## config.mk

```make
export PLATFORM = sky130hd
export DESIGN_NAME = demux_1_n_stream_flat
export DESIGN_NICKNAME = d
export VERILOG_FILES = /design/src/rtl/demux_1_n_stream_pkg.sv /design/src/rtl/demux_1_n_stream_if.sv /design/src/rtl/demux_1_n_stream_out_slot.sv /design/src/rtl/demux_1_n_stream.sv /design/src/flat_wrapper.sv
export SDC_FILE = /design/constraint.sdc
export NUM_CORES = 1
export LEC_CHECK = 0
export ABC_AREA = 0
export CORE_MARGIN = 5
export CORE_UTILIZATION = 39
export DETAILED_ROUTE_END_ITERATION = 12
export PLACE_DENSITY = 0.72
export SYNTH_ARGS = -nofsm -noshare
export SYNTH_HDL_FRONTEND = slang
export SYNTH_SLANG_ARGS = --single-unit
export TNS_END_PERCENT = 20
```

## constraint.sdc

```tcl
create_clock -name clk -period 2.8 [get_ports clk]
set_input_delay 0.42 -clock clk [delete_from_list [all_inputs] [get_ports clk]]
set_output_delay 0.42 -clock clk [all_outputs]
set_load 0.01 [all_outputs]
```

## src/rtl/demux_1_n_stream_pkg.sv

```systemverilog
// Shared definitions for the 1:N stream demultiplexer family and its testbenches.
package demux_pkg;

  localparam int DEMUX_DATA_W_DEF = 8;

  // Select width for n channels; a single channel still needs a 1-bit select.
  function automatic int demux_sel_w(input int n);
    return (n < 2) ? 1 : $clog2(n);
  endfunction

endpackage

```

## src/rtl/demux_1_n_stream_if.sv

```systemverilog
// Stream bundle for demux_1_n_stream: one valid/ready input plus N_OUT valid/ready outputs.
interface demux_1_n_stream_if
  import demux_pkg::*;
#(
  parameter int DATA_W = DEMUX_DATA_W_DEF,
  parameter int N_OUT  = 4
);
  localparam int SEL_W = demux_sel_w(N_OUT);

  logic                    in_valid;
  logic                    in_ready;
  logic [DATA_W-1:0]       in_data;
  logic [SEL_W-1:0]        in_sel;
  logic [N_OUT-1:0]        out_valid;
  logic [N_OUT-1:0]        out_ready;
  logic [N_OUT*DATA_W-1:0] out_data;

  // Demux side: consumes the input stream, produces the channel streams.
  modport slave (
    input  in_valid, in_data, in_sel, out_ready,
    output in_ready, out_valid, out_data
  );

  // Producer/consumer side.
  modport master (
    output in_valid, in_data, in_sel, out_ready,
    input  in_ready, out_valid, out_data
  );

endinterface

```

## src/rtl/demux_1_n_stream_out_slot.sv

```systemverilog
// One-entry registered holding slot for a single demux output channel.
module demux_out_slot
  import demux_pkg::*;
#(
  parameter int DATA_W = DEMUX_DATA_W_DEF
) (
  input  logic              clk,
  input  logic              rst_n,
  input  logic              i_load,
  input  logic [DATA_W-1:0] i_data,
  input  logic              i_ready,
  output logic              o_valid,
  output logic [DATA_W-1:0] o_data
);

  logic              r_vld_p1;
  logic [DATA_W-1:0] r_data_p1;

  // Stage p1: load wins over drain, so a same-cycle drain+load keeps the slot full.
  always_ff @(posedge clk or negedge rst_n) begin
    if (!rst_n) begin
      r_vld_p1  <= 1'b0;
      r_data_p1 <= '0;
    end else if (i_load) begin
      r_vld_p1  <= 1'b1;
      r_data_p1 <= i_data;
    end else if (i_ready) begin
      r_vld_p1  <= 1'b0;
    end
  end

  assign o_valid = r_vld_p1;
  assign o_data  = r_data_p1;

endmodule

```

## src/rtl/demux_1_n_stream.sv

```systemverilog
// 1:N valid/ready stream demultiplexer with a registered slot per channel.
// Optional DEMUX_DROP_CNT_EN adds a saturating 8-bit count of out-of-range beats (drop_cnt).
module demux_1_n_stream
  import demux_pkg::*;
#(
  parameter int DATA_W = DEMUX_DATA_W_DEF,
  parameter int N_OUT  = 4
) (
  input  logic               clk,
  input  logic               rst_n,
  demux_1_n_stream_if.slave  bus,
  output logic               sel_err
`ifdef DEMUX_DROP_CNT_EN
  ,
  output logic [7:0]         drop_cnt
`endif
);

  localparam int SEL_W = demux_sel_w(N_OUT);

  logic [N_OUT-1:0]        w_hit;
  logic [N_OUT-1:0]        w_slot_vld;
  logic [N_OUT-1:0]        w_slot_free;
  logic [N_OUT-1:0]        w_load;
  logic [N_OUT*DATA_W-1:0] w_out_data;
  logic                    w_in_rng;
  logic                    w_drop;
  logic                    r_sel_err;

  // One-hot decode of in_sel; all-zero means the select is out of range.
  always_comb begin
    w_hit = '0;
    for (int i = 0; i < N_OUT; i++) begin
      w_hit[i] = (bus.in_sel == SEL_W'(i));
    end
  end

  assign w_in_rng    = |w_hit;
  assign w_slot_free = ~w_slot_vld | bus.out_ready;
  assign bus.in_ready = w_in_rng ? |(w_hit & w_slot_free) : 1'b1;
  assign w_load      = {N_OUT{bus.in_valid}} & w_hit & w_slot_free;
  assign w_drop      = bus.in_valid & ~w_in_rng;

  for (genvar g = 0; g < N_OUT; g++) begin : g_slot
    demux_out_slot #(
      .DATA_W (DATA_W)
    ) u_slot (
      .clk     (clk),
      .rst_n   (rst_n),
      .i_load  (w_load[g]),
      .i_data  (bus.in_data),
      .i_ready (bus.out_ready[g]),
      .o_valid (w_slot_vld[g]),
      .o_data  (w_out_data[g*DATA_W +: DATA_W])
    );
  end

  assign bus.out_valid = w_slot_vld;
  assign bus.out_data  = w_out_data;

  // Stage p1: sticky error for accepted beats with an out-of-range select.
  always_ff @(posedge clk or negedge rst_n) begin
    if (!rst_n) begin
      r_sel_err <= 1'b0;
    end else if (w_drop) begin
      r_sel_err <= 1'b1;
    end
  end

  assign sel_err = r_sel_err;

`ifdef DEMUX_DROP_CNT_EN
  logic [7:0] r_drop_cnt;

  always_ff @(posedge clk or negedge rst_n) begin
    if (!rst_n) begin
      r_drop_cnt <= 8'd0;
    end else if (w_drop && (r_drop_cnt != 8'hFF)) begin
      r_drop_cnt <= r_drop_cnt + 8'd1;
    end
  end

  assign drop_cnt = r_drop_cnt;
`endif

endmodule

```

## src/flat_wrapper.sv

```systemverilog
// flat-port wrapper written by rule: the top's interface ports become plain ports
module demux_1_n_stream_flat import demux_pkg::*;
#(
  parameter int DATA_W = DEMUX_DATA_W_DEF,
  parameter int N_OUT  = 4
)
  (clk, rst_n, sel_err, bus_in_valid, bus_in_data, bus_in_sel, bus_out_ready, bus_in_ready, bus_out_valid, bus_out_data);
  demux_1_n_stream_if #(.DATA_W(DATA_W), .N_OUT(N_OUT)) bus_i ();
  input  logic clk;
  input  logic rst_n;
  output logic sel_err;
  input wire logic [$bits(bus_i.in_valid)-1:0] bus_in_valid;
  input wire logic [$bits(bus_i.in_data)-1:0] bus_in_data;
  input wire logic [$bits(bus_i.in_sel)-1:0] bus_in_sel;
  input wire logic [$bits(bus_i.out_ready)-1:0] bus_out_ready;
  output wire logic [$bits(bus_i.in_ready)-1:0] bus_in_ready;
  output wire logic [$bits(bus_i.out_valid)-1:0] bus_out_valid;
  output wire logic [$bits(bus_i.out_data)-1:0] bus_out_data;
  assign bus_i.in_valid = bus_in_valid;
  assign bus_i.in_data = bus_in_data;
  assign bus_i.in_sel = bus_in_sel;
  assign bus_i.out_ready = bus_out_ready;
  assign bus_in_ready = bus_i.in_ready;
  assign bus_out_valid = bus_i.out_valid;
  assign bus_out_data = bus_i.out_data;
  demux_1_n_stream #(.DATA_W(DATA_W), .N_OUT(N_OUT)) u_core (.clk(clk), .rst_n(rst_n), .bus(bus_i), .sel_err(sel_err));
endmodule
```

==> run_results.csv <==
group,metric,value,unit
yosys,yosysMostFrequentCell,"dfrtp_1",
yosys,synth.mux.area_fraction,0.262,
power_and_ir_drop,power.internal,0.00111,W
clocking,clk_latency,0.28,ns
yosys,synth-compound-area-share,0.00343,
yosys,yosysSeqAreaShare,0.634,
power_and_ir_drop,peakVddDrop,466,µV
route,drt_iter0_drc,8,
global_routing,grt_pass1_wl,5.39,mm
worst_setup_path,critPathLaunchType,"input port",
sta,final-max-slew-violation-count,0,
power_and_ir_drop,total_power,0.00148,W
yosys,ys_top_cells_by_area,"dfrtp_1 63%, mux2_2 25%, buf_4 2.1%, nand2b_1 1.7%, mux4_2 1.5%",
global_routing,grt_antenna_before_repair,0,
final_layout,syn_to_final_growth,44.7,%
sta,rsz0062_at_grt,"false",
yosys,yosysTopAreaCell,"dfrtp_1",
clocking,postCtsHoldBufs,0,
yosys,yosysWarningCount,0,
clocking,path_clk_slew,0.07,ns
place,dp_hpwl,2.43,mm
yosys,synth.avg_cell_area,15.5,µm²
yosys,synth-simple-area-share,0.0668,
clocking,cts-root-buf,"clkbuf_8",
clocking,postCtsSetupRepairBufs,0,
clocking,cts_made_buffers,5,
yosys,synth_edf_count,0,
place,numPortBuffers,54,
power_and_ir_drop,netSwitchingPower,0.000372,W
job,drv_cap,0,
power_and_ir_drop,power.static_leakage,0.887,nW
floorplan,placementRows,22,
route,wl_per_cell,16.4,µm
min_path,hp-class,"flop to flop",
route,ant_nets,0,
floorplan,fp.dieW,71.2,µm
worst_setup_path,rr_startpoint,"u_core.g_slot[2].u_slot.o_valid$_DFFE_PN0P_",
global_routing,grtUsageTotal,0.139,
yosys,synth_commonest_cells,"37 x dfrtp_1, 32 x mux2_2, 5 x nand2_1",
final_layout,regArea,926,µm²
final_layout,multi_input_area,485,µm²
floorplan,dieArea,5070,µm²
route,drt_wl_total,3.24,mm
final_layout,final_area,2110,µm²
yosys,synthXorXnorAreaFrac,0,
final_layout,nFillCells,316,
yosys,syn_nets,111,
clocking,htreeDepth,2,
route,vias_per_cell,4.77,
yosys,syn_area,1460,µm²
power_and_ir_drop,power_density,700,nW/µm²
yosys,synthArstFlopShare,1.00,
route,num_vias,940,
route,firstDrtPassIters,4,
worst_setup_path,cp_max_fo,7,
yosys,synthAdderAreaFrac,0,
worst_setup_path,cp.required,2.38,ns
route,drc,0,
sta,tightest_slew,0.516,ns
clocking,clockBufferDepth,2,
clocking,cts_resized,0,
power_and_ir_drop,power_frac_clock,0.243,
sta,fin_setup_tns,0,ns
power_and_ir_drop,switching_share,0.252,
clocking,cts_tree,"done",
final_layout,drive_gt1_frac,0.289,
place,placed_area,2030,µm²
status,status,"complete, no violations",
sta,whs,0.381,ns
sta,period_minus_slack,2.51,ns
global_routing,grt_pass1_vias,1068,
place,gp_congestion,0.773,
yosys,synth_cells,94,
worst_setup_path,cp-end-kind,"output pin",
yosys,synth_flop_cell,"dfrtp_1",
sta,period_share,0.895,
global_routing,grt_start_max_net_pins,38,
worst_setup_path,cp.arrival,2.09,ns
floorplan,core,3630,µm²
sta,hold_viol,0,
floorplan,die_y,71.2,µm
final_layout,final_nets,166,
power_and_ir_drop,p_comb_frac,0.287,
yosys,netlist.area_leader.share,0.634,
clocking,clock-sinks,37,
worst_setup_path,startpoint,"bus_in_sel[0]",
yosys,postSynthRegisterBits,37,
yosys,ys_types,14,
worst_setup_path,critPathKind,"input port to output pin",
final_layout,diodes,0,
floorplan,initial_core_util,0.402,
power_and_ir_drop,sequentialPowerShare,0.470,
sta,setup_violations,0,
yosys,synth_top_family_by_area,"multiplexers",
min_path,hp-start,"u_core.sel_err$_DFFE_PN0P_",
floorplan,ios,55,
sta,skew,0.00499,ns
sta,slew_headroom,0.656,
sta,max_freq,399,MHz
global_routing,overflow,0,
metal layers:
metal / global-route usage / routed length (µm) / vias up / part of all wire
met5: 0 / 0 / - / 0
met4: 0.0564 / 28 / 0 / 0.0086
met3: 0.0455 / 194 / 3 / 0.060
met2: 0.240 / 1750 / 33 / 0.54
met1: 0.159 / 1270 / 480 / 0.39
li1: - / - / 424 / -
state kept, by name, summed over array words and instances (netlist names):
signal and flops:
u_core.g_slot.u_slot.o_valid 4, u_core.g_slot.u_slot.o_data 32, u_core.sel_err 1
cell type report:
| class | instances | share of cell area |
|---|---|---|
| timing repair buffer | 56 | 0.263 |
| clock buffer | 7 | 0.0409 |
| multi-input combinational | 49 | 0.230 |
| sequential | 37 | 0.438 |
| tap | 48 | 0.0284 |
cells by family after synthesis:
logic type | Yosys count
AND/OR/NAND/NOR | 15
buffers and inverters | 8
multiplexers | 33
flip-flops | 37
AO/OA/AOI/OAI | 1
final timing paths:
path / endpoint / slack, ns / depth (start not counted)
setup / recovery: bus_in_ready / 0.29 / 3
hold / removal: u_core.sel_err$_DFFE_PN0P_ / 0.38 / 0
setup reg to reg: u_core.g_slot[2].u_slot.o_data[3]$_DFFE_PN0P_ / 1.30 / 3
hold reg to reg: u_core.sel_err$_DFFE_PN0P_ / 0.38 / 0
max in group asynchronous: u_core.g_slot[1].u_slot.o_data[3]$_DFFE_PN0P_ / 1.91 / 2
min in group asynchronous: u_core.g_slot[3].u_slot.o_data[2]$_DFFE_PN0P_ / 0.57 / 2
worst max-delay path, stage by stage:
cell and delay (ns):
clkdlybuf4s50_1 0.64, mux4_2 0.53, clkdlybuf4s50_1 0.49
layout by cell type, fill, tap and decap left out:
cell	count
clkdlybuf4s50_1	54
dfrtp_1	37
mux2_2	32
clkbuf_8	6
nand2_1	5
nand2b_1	4
nor2b_1	2
buf_4	2
mux4_2	1
and3_1	1
nand3b_2	1
nand3_1	1
nor3b_4	1
o21ai_0	1
clkbuf_1	1
power by group through the flow:
stage	logic (W)	registers (W)	clock network, W
after detailed placement	0.000433	0.000706	0
after global placement	0.000425	0.000699	0
final	0.000425	0.000694	0.000359
after global routing	0.000453	0.000708	0.000400
after CTS	0.000434	0.000697	0.000373
after floorplan	0.000118	0.000742	0
metrics by stage:
| stage | worst slack (ns) | instances | utilization |
|---|---|---|---|
| floorplan | 1.26 | 94 | - |
| finish | 0.294 | 197 | 0.582 |
| global placement | 0.321 | 190 | 0.558 |
| global route | 0.243 | 197 | 0.582 |
| detailed placement | 0.290 | 190 | 0.558 |
| CTS | 0.293 | 197 | 0.582 |
No activity file was read; power rests on OpenSTA's default activity.
